$ cat config.mk
export PLATFORM = sky130hd
export DESIGN_NAME = pix_write_arb_flat
export DESIGN_NICKNAME = d
export VERILOG_FILES = /design/src/rtl/pix_write_arb_if.sv /design/src/rtl/pix_write_arb.sv /design/src/flat_wrapper.sv
export SDC_FILE = /design/constraint.sdc
export NUM_CORES = 1
export LEC_CHECK = 0
export ABC_AREA = 1
export CAP_MARGIN = 15
export CORE_MARGIN = 3
export CORE_UTILIZATION = 29
export DETAILED_ROUTE_END_ITERATION = 7
export GPL_ROUTABILITY_DRIVEN = 0
export PLACE_DENSITY = 0.68
export REMOVE_ABC_BUFFERS = 1
export SKIP_CTS_REPAIR_TIMING = 1
export SYNTH_ARGS = -nofsm -noshare
export SYNTH_HDL_FRONTEND = slang
export SYNTH_SLANG_ARGS = --single-unit
export TNS_END_PERCENT = 10
$ cat constraint.sdc
create_clock -name CLK -period 2.45 [get_ports CLK]
set_input_delay 0.49 -clock CLK [delete_from_list [all_inputs] [get_ports CLK]]
set_output_delay 0.49 -clock CLK [all_outputs]
set_load 0.005 [all_outputs]
$ cat src/rtl/pix_write_arb_if.sv
// Pixel write bus between three burst requesters and the framebuffer arbiter.
// The arbiter uses the slave modport; the requester side uses master.
interface pix_write_arb_if;
    logic       R0_VALID, R1_VALID, R2_VALID;
    logic [7:0] R0_X, R1_X, R2_X;
    logic [7:0] R0_Y, R1_Y, R2_Y;
    logic [8:0] R0_RGB, R1_RGB, R2_RGB;
    logic       R0_LAST, R1_LAST, R2_LAST;
    logic       R0_READY, R1_READY, R2_READY;
    logic [7:0] X, Y;
    logic [2:0] R, G, B;
    logic       WE;
    logic [1:0] OWNER;
    logic       BUSY;

    modport slave (
        input  R0_VALID, R1_VALID, R2_VALID,
        input  R0_X, R1_X, R2_X, R0_Y, R1_Y, R2_Y,
        input  R0_RGB, R1_RGB, R2_RGB,
        input  R0_LAST, R1_LAST, R2_LAST,
        output R0_READY, R1_READY, R2_READY,
        output X, Y, R, G, B, WE, OWNER, BUSY
    );

    modport master (
        output R0_VALID, R1_VALID, R2_VALID,
        output R0_X, R1_X, R2_X, R0_Y, R1_Y, R2_Y,
        output R0_RGB, R1_RGB, R2_RGB,
        output R0_LAST, R1_LAST, R2_LAST,
        input  R0_READY, R1_READY, R2_READY,
        input  X, Y, R, G, B, WE, OWNER, BUSY
    );
endinterface

$ cat src/rtl/pix_write_arb.sv
// Round-robin arbiter granting one of three pixel requesters whole bursts onto a
// single framebuffer write port, with MAXBURST and owner-idle forced release.
module pix_write_arb #(
    parameter int MAXBURST = 256,
    parameter int IDLE_TO  = 16
) (
    input logic             CLK,
    input logic             NRST,
    pix_write_arb_if.slave  bus
);
    typedef enum logic {ARB, GRANT} state_t;

    state_t     state_q;
    logic [1:0] owner_q, last_q;
    logic [8:0] beat_q, beat_d;
    logic [7:0] idle_q, idle_d;
    logic [7:0] x_q, y_q;
    logic [8:0] rgb_q;
    logic       we_q;

    // Slot 3 is a tied-off dummy so OWNER=3 never indexes out of range.
    logic [3:0]      vld, lst;
    logic [3:0][7:0] px, py;
    logic [3:0][8:0] prgb;

    assign vld  = {1'b0, bus.R2_VALID, bus.R1_VALID, bus.R0_VALID};
    assign lst  = {1'b0, bus.R2_LAST, bus.R1_LAST, bus.R0_LAST};
    assign px   = {8'd0, bus.R2_X, bus.R1_X, bus.R0_X};
    assign py   = {8'd0, bus.R2_Y, bus.R1_Y, bus.R0_Y};
    assign prgb = {9'd0, bus.R2_RGB, bus.R1_RGB, bus.R0_RGB};

    logic       has_sel;
    logic [1:0] sel;

    always_comb begin
        int start;
        has_sel = 1'b0;
        sel     = 2'd0;
        start   = (last_q == 2'd2) ? 0 : int'(last_q) + 1;
        for (int k = 0; k < 3; k++) begin
            int idx;
            idx = start + k;
            if (idx > 2) idx = idx - 3;
            if (!has_sel && vld[idx]) begin
                has_sel = 1'b1;
                sel     = 2'(idx);
            end
        end
    end

    logic [3:0] rdy;
    logic       acc;

    assign rdy    = (state_q == GRANT) ? (4'b0001 << owner_q) : 4'b0000;
    assign acc    = rdy[owner_q] & vld[owner_q];
    assign beat_d = beat_q + 9'd1;
    assign idle_d = idle_q + 8'd1;

    always_ff @(posedge CLK) begin
        if (!NRST) begin
            state_q <= ARB;
            owner_q <= 2'd3;
            last_q  <= 2'd2;
            beat_q  <= '0;
            idle_q  <= '0;
            x_q     <= '0;
            y_q     <= '0;
            rgb_q   <= '0;
            we_q    <= 1'b0;
        end else begin
            we_q <= 1'b0;
            case (state_q)
                ARB: begin
                    if (has_sel) begin
                        state_q <= GRANT;
                        owner_q <= sel;
                        beat_q  <= '0;
                        idle_q  <= '0;
                    end
                end
                GRANT: begin
                    if (acc) begin
                        we_q   <= 1'b1;
                        x_q    <= px[owner_q];
                        y_q    <= py[owner_q];
                        rgb_q  <= prgb[owner_q];
                        beat_q <= beat_d;
                        idle_q <= '0;
                        if (lst[owner_q] || beat_d == 9'(MAXBURST)) begin
                            state_q <= ARB;
                            last_q  <= owner_q;
                            owner_q <= 2'd3;
                        end
                    end else begin
                        // Owner stalled: give the port away rather than starve others.
                        idle_q <= idle_d;
                        if (idle_d == 8'(IDLE_TO)) begin
                            state_q <= ARB;
                            last_q  <= owner_q;
                            owner_q <= 2'd3;
                        end
                    end
                end
                default: state_q <= ARB;
            endcase
        end
    end

    assign bus.R0_READY = rdy[0];
    assign bus.R1_READY = rdy[1];
    assign bus.R2_READY = rdy[2];
    assign bus.X        = x_q;
    assign bus.Y        = y_q;
    assign bus.R        = rgb_q[8:6];
    assign bus.G        = rgb_q[5:3];
    assign bus.B        = rgb_q[2:0];
    assign bus.WE       = we_q;
    assign bus.OWNER    = owner_q;
    assign bus.BUSY     = (state_q == GRANT);
endmodule
$ cat src/flat_wrapper.sv
// flat-port wrapper written by rule: the top's interface ports become plain ports
module pix_write_arb_flat 
#(
    parameter int MAXBURST = 256,
    parameter int IDLE_TO  = 16
)
  (CLK, NRST, bus_R0_VALID, bus_R1_VALID, bus_R2_VALID, bus_R0_X, bus_R1_X, bus_R2_X, bus_R0_Y, bus_R1_Y, bus_R2_Y, bus_R0_RGB, bus_R1_RGB, bus_R2_RGB, bus_R0_LAST, bus_R1_LAST, bus_R2_LAST, bus_R0_READY, bus_R1_READY, bus_R2_READY, bus_X, bus_Y, bus_R, bus_G, bus_B, bus_WE, bus_OWNER, bus_BUSY);
  pix_write_arb_if bus_i ();
  input logic CLK;
  input logic NRST;
  input wire logic [$bits(bus_i.R0_VALID)-1:0] bus_R0_VALID;
  input wire logic [$bits(bus_i.R1_VALID)-1:0] bus_R1_VALID;
  input wire logic [$bits(bus_i.R2_VALID)-1:0] bus_R2_VALID;
  input wire logic [$bits(bus_i.R0_X)-1:0] bus_R0_X;
  input wire logic [$bits(bus_i.R1_X)-1:0] bus_R1_X;
  input wire logic [$bits(bus_i.R2_X)-1:0] bus_R2_X;
  input wire logic [$bits(bus_i.R0_Y)-1:0] bus_R0_Y;
  input wire logic [$bits(bus_i.R1_Y)-1:0] bus_R1_Y;
  input wire logic [$bits(bus_i.R2_Y)-1:0] bus_R2_Y;
  input wire logic [$bits(bus_i.R0_RGB)-1:0] bus_R0_RGB;
  input wire logic [$bits(bus_i.R1_RGB)-1:0] bus_R1_RGB;
  input wire logic [$bits(bus_i.R2_RGB)-1:0] bus_R2_RGB;
  input wire logic [$bits(bus_i.R0_LAST)-1:0] bus_R0_LAST;
  input wire logic [$bits(bus_i.R1_LAST)-1:0] bus_R1_LAST;
  input wire logic [$bits(bus_i.R2_LAST)-1:0] bus_R2_LAST;
  output wire logic [$bits(bus_i.R0_READY)-1:0] bus_R0_READY;
  output wire logic [$bits(bus_i.R1_READY)-1:0] bus_R1_READY;
  output wire logic [$bits(bus_i.R2_READY)-1:0] bus_R2_READY;
  output wire logic [$bits(bus_i.X)-1:0] bus_X;
  output wire logic [$bits(bus_i.Y)-1:0] bus_Y;
  output wire logic [$bits(bus_i.R)-1:0] bus_R;
  output wire logic [$bits(bus_i.G)-1:0] bus_G;
  output wire logic [$bits(bus_i.B)-1:0] bus_B;
  output wire logic [$bits(bus_i.WE)-1:0] bus_WE;
  output wire logic [$bits(bus_i.OWNER)-1:0] bus_OWNER;
  output wire logic [$bits(bus_i.BUSY)-1:0] bus_BUSY;
  assign bus_i.R0_VALID = bus_R0_VALID;
  assign bus_i.R1_VALID = bus_R1_VALID;
  assign bus_i.R2_VALID = bus_R2_VALID;
  assign bus_i.R0_X = bus_R0_X;
  assign bus_i.R1_X = bus_R1_X;
  assign bus_i.R2_X = bus_R2_X;
  assign bus_i.R0_Y = bus_R0_Y;
  assign bus_i.R1_Y = bus_R1_Y;
  assign bus_i.R2_Y = bus_R2_Y;
  assign bus_i.R0_RGB = bus_R0_RGB;
  assign bus_i.R1_RGB = bus_R1_RGB;
  assign bus_i.R2_RGB = bus_R2_RGB;
  assign bus_i.R0_LAST = bus_R0_LAST;
  assign bus_i.R1_LAST = bus_R1_LAST;
  assign bus_i.R2_LAST = bus_R2_LAST;
  assign bus_R0_READY = bus_i.R0_READY;
  assign bus_R1_READY = bus_i.R1_READY;
  assign bus_R2_READY = bus_i.R2_READY;
  assign bus_X = bus_i.X;
  assign bus_Y = bus_i.Y;
  assign bus_R = bus_i.R;
  assign bus_G = bus_i.G;
  assign bus_B = bus_i.B;
  assign bus_WE = bus_i.WE;
  assign bus_OWNER = bus_i.OWNER;
  assign bus_BUSY = bus_i.BUSY;
  pix_write_arb #(.MAXBURST(MAXBURST), .IDLE_TO(IDLE_TO)) u_core (.CLK(CLK), .NRST(NRST), .bus(bus_i));
endmodule
# Word-level counts from Yosys, hierarchy flattened

Index checks and enable logic that the tools add are counted.

Add/sub/neg operators: 8
Magnitude comparators: 7
Equal/unequal tests: 8
Shifts and indexed selects: 1
Multiplexer cells: 52
Bitwise gates (word level): 2
Reduce and logical (&&, ||, !) cells: 11

Operators with widths:

| cell                                                                             | count |
|---|---|
| 32-bit 2-to-1 mux                                                                | 4 |
| 32-bit by 3-bit greater-than comparator with 1-bit output, second input constant | 3 |
| 32-bit by 4-bit < comparator with 1-bit output, second input constant            | 3 |
| 32-bit by 3-bit subtractor with 32-bit output, second input constant             | 3 |
| 32-bit by 2-bit adder with 32-bit output, second input constant                  | 1 |
| 32-bit by 3-bit adder with 32-bit output, second input constant                  | 1 |
| 8-bit binary-select mux with 2-bit select                                        | 2 |
| 8-bit 2-to-1 mux                                                                 | 4 |
| 9-bit 2-to-1 mux                                                                 | 3 |
| 2-bit 2-to-1 mux                                                                 | 10 |
| 9-bit binary-select mux with 2-bit select                                        | 1 |
| 9-bit one-hot mux with 2 select lines                                            | 1 |
| 1-bit 2-to-1 mux                                                                 | 17 |
| 8-bit one-hot mux with 2 select lines                                            | 1 |
| 1-bit binary-select mux with 2-bit select                                        | 6 |
| 9-bit by 1-bit adder with 9-bit output, second input constant                    | 1 |
| 9-bit equality test, second input constant                                       | 1 |
| 8-bit by 1-bit adder with 8-bit output, second input constant                    | 1 |
| 8-bit by 5-bit equality test with 1-bit output, second input constant            | 1 |
| 3-bit inequality test, second input constant                                     | 2 |
| 2-bit AND reduction                                                              | 3 |
| 3-bit AND reduction                                                              | 2 |
| 4-bit 2-to-1 mux                                                                 | 1 |
| 2-bit inequality test, second input constant                                     | 2 |
| other kinds (13)                                                                 | 15 |

Flip-flop bits (word level): 48
Input port bits: 83
Output and inout port bits: 32
Word-level logic and storage cells: 98

# Longest topological paths before layout

Depth in word-level cells: 16
Mapped depth: 14
Mapped depth without buffers: 14

# Least setup slack after synthesis

No wires, ideal clock.

Path kind: flip-flop to flip-flop
Start point: register u_core.last_q[1]
End point: register u_core.beat_q[8]
Library setup time: 0.059 ns
Arrival: 1.693 ns
Data required time: 2.391 ns
Slack: 0.698 ns
Stages on the path, launching flop included: 12
Buffers on the path: 0
Clock period less this slack: 1.752 ns
Cells stage by stage: dfxtp_1 inv_1 ha_1 nand3b_1 nand2_1 nor2_2 inv_2 nor2_8 nand2_4 a21oi_4 nand3_1 nand2_1

Word-level cells in the longest chain between the ends: 16
Elaborated cells on any way between the ends: 32
Classes of those cells: 6 x add/sub; 3 x order compare; 2 x eq/ne; 16 x mux; 5 x reduce/logical

Ends and longest elaborated chain:

| what                                                                                              | line                | source |
|---|---|---|
| start: declaration                                                                                | pix_write_arb.sv:14 | `logic [1:0] owner_q, last_q;` |
| start signal: assignment                                                                          | pix_write_arb.sv:91 | `last_q <= owner_q;` |
| start signal: assignment                                                                          | pix_write_arb.sv:99 | `last_q <= owner_q;` |
| 2-bit by 1-bit adder with 3-bit output or 2-bit equality test (tied branches)                     | pix_write_arb.sv:39 | `start = (last_q == 2'd2) ? 0 : int'(last_q) + 1;` |
| 32-bit 2-to-1 mux *                                                                               | pix_write_arb.sv:39 |  |
| parallel branches: the longest is 11 deep, another holds 32-bit by 2-bit adder with 32-bit output | --                  |  |
| 1-bit 2-to-1 mux *                                                                                | pix_write_arb.sv:44 | `if (!has_sel && vld[idx]) begin` |
| 2-bit by 1-bit inequality test with 1-bit output (no source line) *                               | --                  |  |
| 2-bit AND reduction (no source line) *                                                            | --                  |  |
| end signal: assignment                                                                            | pix_write_arb.sv:87 | `beat_q <= beat_d;` |
| end: declaration                                                                                  | pix_write_arb.sv:15 | `logic [8:0] beat_q, beat_d;` |

Mark *: on every way between the ends. The select of a mux whose other input is x is not followed.
A chain may end at the register's enable or synchronous reset.

# Worst setup path after layout

Start point: register u_core.state_q (netlist: u_core.bus.BUSY)
End point: output port bus_R0_READY

Word-level cells in the longest chain between the ends: 1

Ends and longest elaborated chain:

| what                     | line                | source |
|---|---|---|
| start: declaration       | pix_write_arb.sv:13 | `state_t state_q;` |
| start signal: assignment | pix_write_arb.sv:61 | `state_q <= ARB;` |
| start signal: assignment | pix_write_arb.sv:75 | `state_q <= GRANT;` |
| start signal: assignment | pix_write_arb.sv:90 | `state_q <= ARB;` |
| 4-bit 2-to-1 mux         | pix_write_arb.sv:54 | `assign rdy = (state_q == GRANT) ? (4'b0001 << owner_q) : 4'b0000;` |
| end: declaration         | flat_wrapper.sv:26  | `output wire logic [$bits(bus_i.R0_READY)-1:0] bus_R0_READY;` |

No other way between the ends.

==> impl_results.md <==
- Die height: 106 um
- WL met1: around 4 mm
- Seq pwr share: between 30% and 40%
- Core area: 9420 um2
- CTS tree: yes
- WP data required: 1.96 ns
- Startpoint types: flip-flop
- Hold Violations, Final: 0
- PortBufs: about 110
- Syn avg cell area: just under 7 um2
- Global-route wire length before repair: 15.2 mm
- Commonest non-fill, non-tap cells in the layout: 131 x nand2_1, 114 x clkdlybuf4s50_1, 59 x nand3_1, 48 x dfxtp_1, 30 x o21ai_1
- Die X: 106 um
- Peak VDD IR: 401 uV
- Final Cycle Share: between 90% and 100%
- Comb power frac: approximately 49%
- Final setup TNS: 0 ns
- Setup violators final: 0
- H-Tree Depth: 2
- Status: finished, final reports clean
- Critical Path End Type: output port
- Max Cap Viol: 0
- Top sig layer: met4
- DRC errors left: 0
- Minimum clock period: 2.23 ns
- Worst EP arrival: roughly 1.7 ns
- Iteration-0 DRC Markers: around 150
- Clock slew seen by the registers of the worst setup and hold paths: 0.10 ns
- Hold Path Class: flip-flop to flip-flop
- Final core utilization: 45.3%
- Initial Util: 30.5%
- Clock power share: approximately 18%
- Via count: 3,235
- Sw Ratio: 40.0%
- Setup Skew: 0.0104 ns
- Largest delay contributor family on the critical path: buffers and inverters
- Yosys reg bits: 48
- Routed met3 length: between 600 and 700 um
- Netlist cell types: 30
- Vias in the first global route: 3,211
- DIE AREA: 11,100 um2
- RSZ-0062 raised after global routing: false
- Post-synth EDFFs: 0
- Synthesized cell area: 2870 um2
- Gr ovfl total: 0
- Commonest non-fill, non-tap cell in the layout: nand2_1
- Cell with the largest stage delay on the worst path: clkdlybuf4s50_1
- Ys async rst share: 0%
- Vias per std cell: 4.88
- Cells after Synth: 424
- Post-DR wirelength/cell: 13.6 um
- Largest net degree at the start of global routing: 41
- Crit Path Class: flip-flop to output port
- Cell internal pwr: 1.99 mW
- Fillers: 917
- Layout area overhead: 48.6%
- Total track usage: 16.4%
- FMAX: 448 MHz
- Antenna Cells: 0
- Slew Viols, Final: 0
- Slew at the pin closest to its max-slew limit: 0.428 ns
- Worst Path Buf+Inv: 2
- Nets: 624
- Leakage: 1.63 nW
- CTS Sinks: 48
- Clock Latency Late Sink: about 0.30 ns
- Initial antenna violation count: 0
- # rows: 35
- Ys flop type: dfxtp_1
- Post-DP HPWL: approximately 6.7 mm
- Antenna Nets Post-Route: 0
- # IOs: approximately 120
- Critical path peak fanout: 8
- Pwr Density: between 700 and 800 nW/um2
- Yosys synthesis warning count: 0
- Total iterations of the first detailed-routing run: 5
- CTS Root Cell: clkbuf_8
- NetSw: 1.33 mW
- Met2 Wirelength: around 4.4 mm
- Ratio of cells with drive above 1 in the final layout: 8.05%
- Clock buffer depth: 2
- Sequential fraction of the synthesis area: 33.5%
- Total CTS buffers: 5
- Routed WL: 9.02 mm
- Max_slew headroom: 71.4%
- Max stage delay on crit path: roughly 0.54 ns
- Worst-path cell chain: inv_2 > nor3_1 > clkdlybuf4s50_1
-- kinds of logic after synthesis --
| kind of cell | after synthesis | share of synthesized area [%] |
|---|---|---|
| simple gates | 240 | 38.5 |
| buf+inv | 55 | 7.84 |
| compound gates | 71 | 16.1 |
| flops | 48 | 33.5 |
| xor+xnor | 2 | 0.610 |
| fa+ha+maj | 8 | 3.49 |
-- sequential cells by signal, indices dropped and copies added, names as in the netlist --
| name | cells |
|---|---|
| u_core.last_q | 2 |
| u_core.beat_q | 9 |
| u_core.idle_q | 8 |
| u_core.bus.Y | 8 |
| u_core.bus.OWNER | 2 |
| u_core.bus.BUSY | 1 |
| u_core.bus.WE | 1 |
| u_core.bus.X | 8 |
| u_core.rgb_q | 9 |
-- stage by stage --
step | hold WS (ns) | instances | power, mW | worst slack (ns) | cell area [um2]
finish | 0.497 | 663 | 3.32 | 0.220 | 4270
global route | 0.526 | 663 | 3.58 | 0.160 | 4270
CTS | 0.498 | 663 | 3.35 | 0.196 | 4270
detailed placement | 0.485 | 655 | 2.75 | 0.276 | 4150
global placement | 0.465 | 655 | 2.74 | 0.298 | 4150
floorplan | 0.452 | 405 | 1.93 | 0.291 | 2780
-- worst min-delay path, stage by stage, from the launching register on --
cell,delay [ns]
dfxtp_1,0.34
nand2_1,0.07
a21oi_1,0.05
-- final timing paths --
path | cells past startpoint | slack [ns] | start | to
min | 2 | 0.50 | u_core.idle_q[7] | u_core.idle_q[7]
max reg2reg | 11 | 0.41 | u_core.last_q[1] | u_core.beat_q[5]
min reg2reg | 2 | 0.50 | u_core.idle_q[7] | u_core.idle_q[7]
max | 3 | 0.22 | u_core.bus.BUSY | bus_R0_READY
-- layout make-up --
class / count / area (um2) / share of cell area (%)
tap: 129 / 161 / 3.78
sequential: 48 / 961 / 22.5
inverter: 36 / 138 / 3.23
clock inverter: 3 / 46.3 / 1.09
clock buffer: 5 / 68.8 / 1.61
timing repair buffer: 121 / 1210 / 28.3
multi-input combinational: 321 / 1690 / 39.5
-- synth_stat cells, types with 4 or more instances --
library cell	number	area [um2]
nand4_1	4	25.0
buf_2	4	20.0
nand2_1	131	492
nor2_2	6	37.5
o21ai_0	5	25.0
nand2_2	5	31.3
dfxtp_1	48	961
nor2_1	22	82.6
nand3_1	59	295
ha_1	8	100
a21oi_1	9	45.0
o21ai_1	30	150
a41oi_1	25	219
clkbuf_1	11	41.3
inv_2	7	26.3
inv_1	27	101
-- layer usage --
| metal | global-route usage (%) | vias up |
|---|---|---|
| li1 | - | 1655 |
| met1 | 21.0 | 1466 |
| met2 | 27.9 | 108 |
| met3 | 4.16 | 6 |
| met4 | 3.61 | 0 |
| met5 | 0 | - |
-- power groups by stage --
stage          logic (mW)  registers [mW]  clock network (mW)
2_1_floorplan       0.801            1.13                   0
3_3_place_gp         1.62            1.12                   0
3_5_place_dp         1.64            1.11                   0
4_1_cts              1.64            1.10               0.609
5_1_grt              1.82            1.12               0.632
6_report             1.62            1.10               0.593
(Power assumes the default switching activity.)
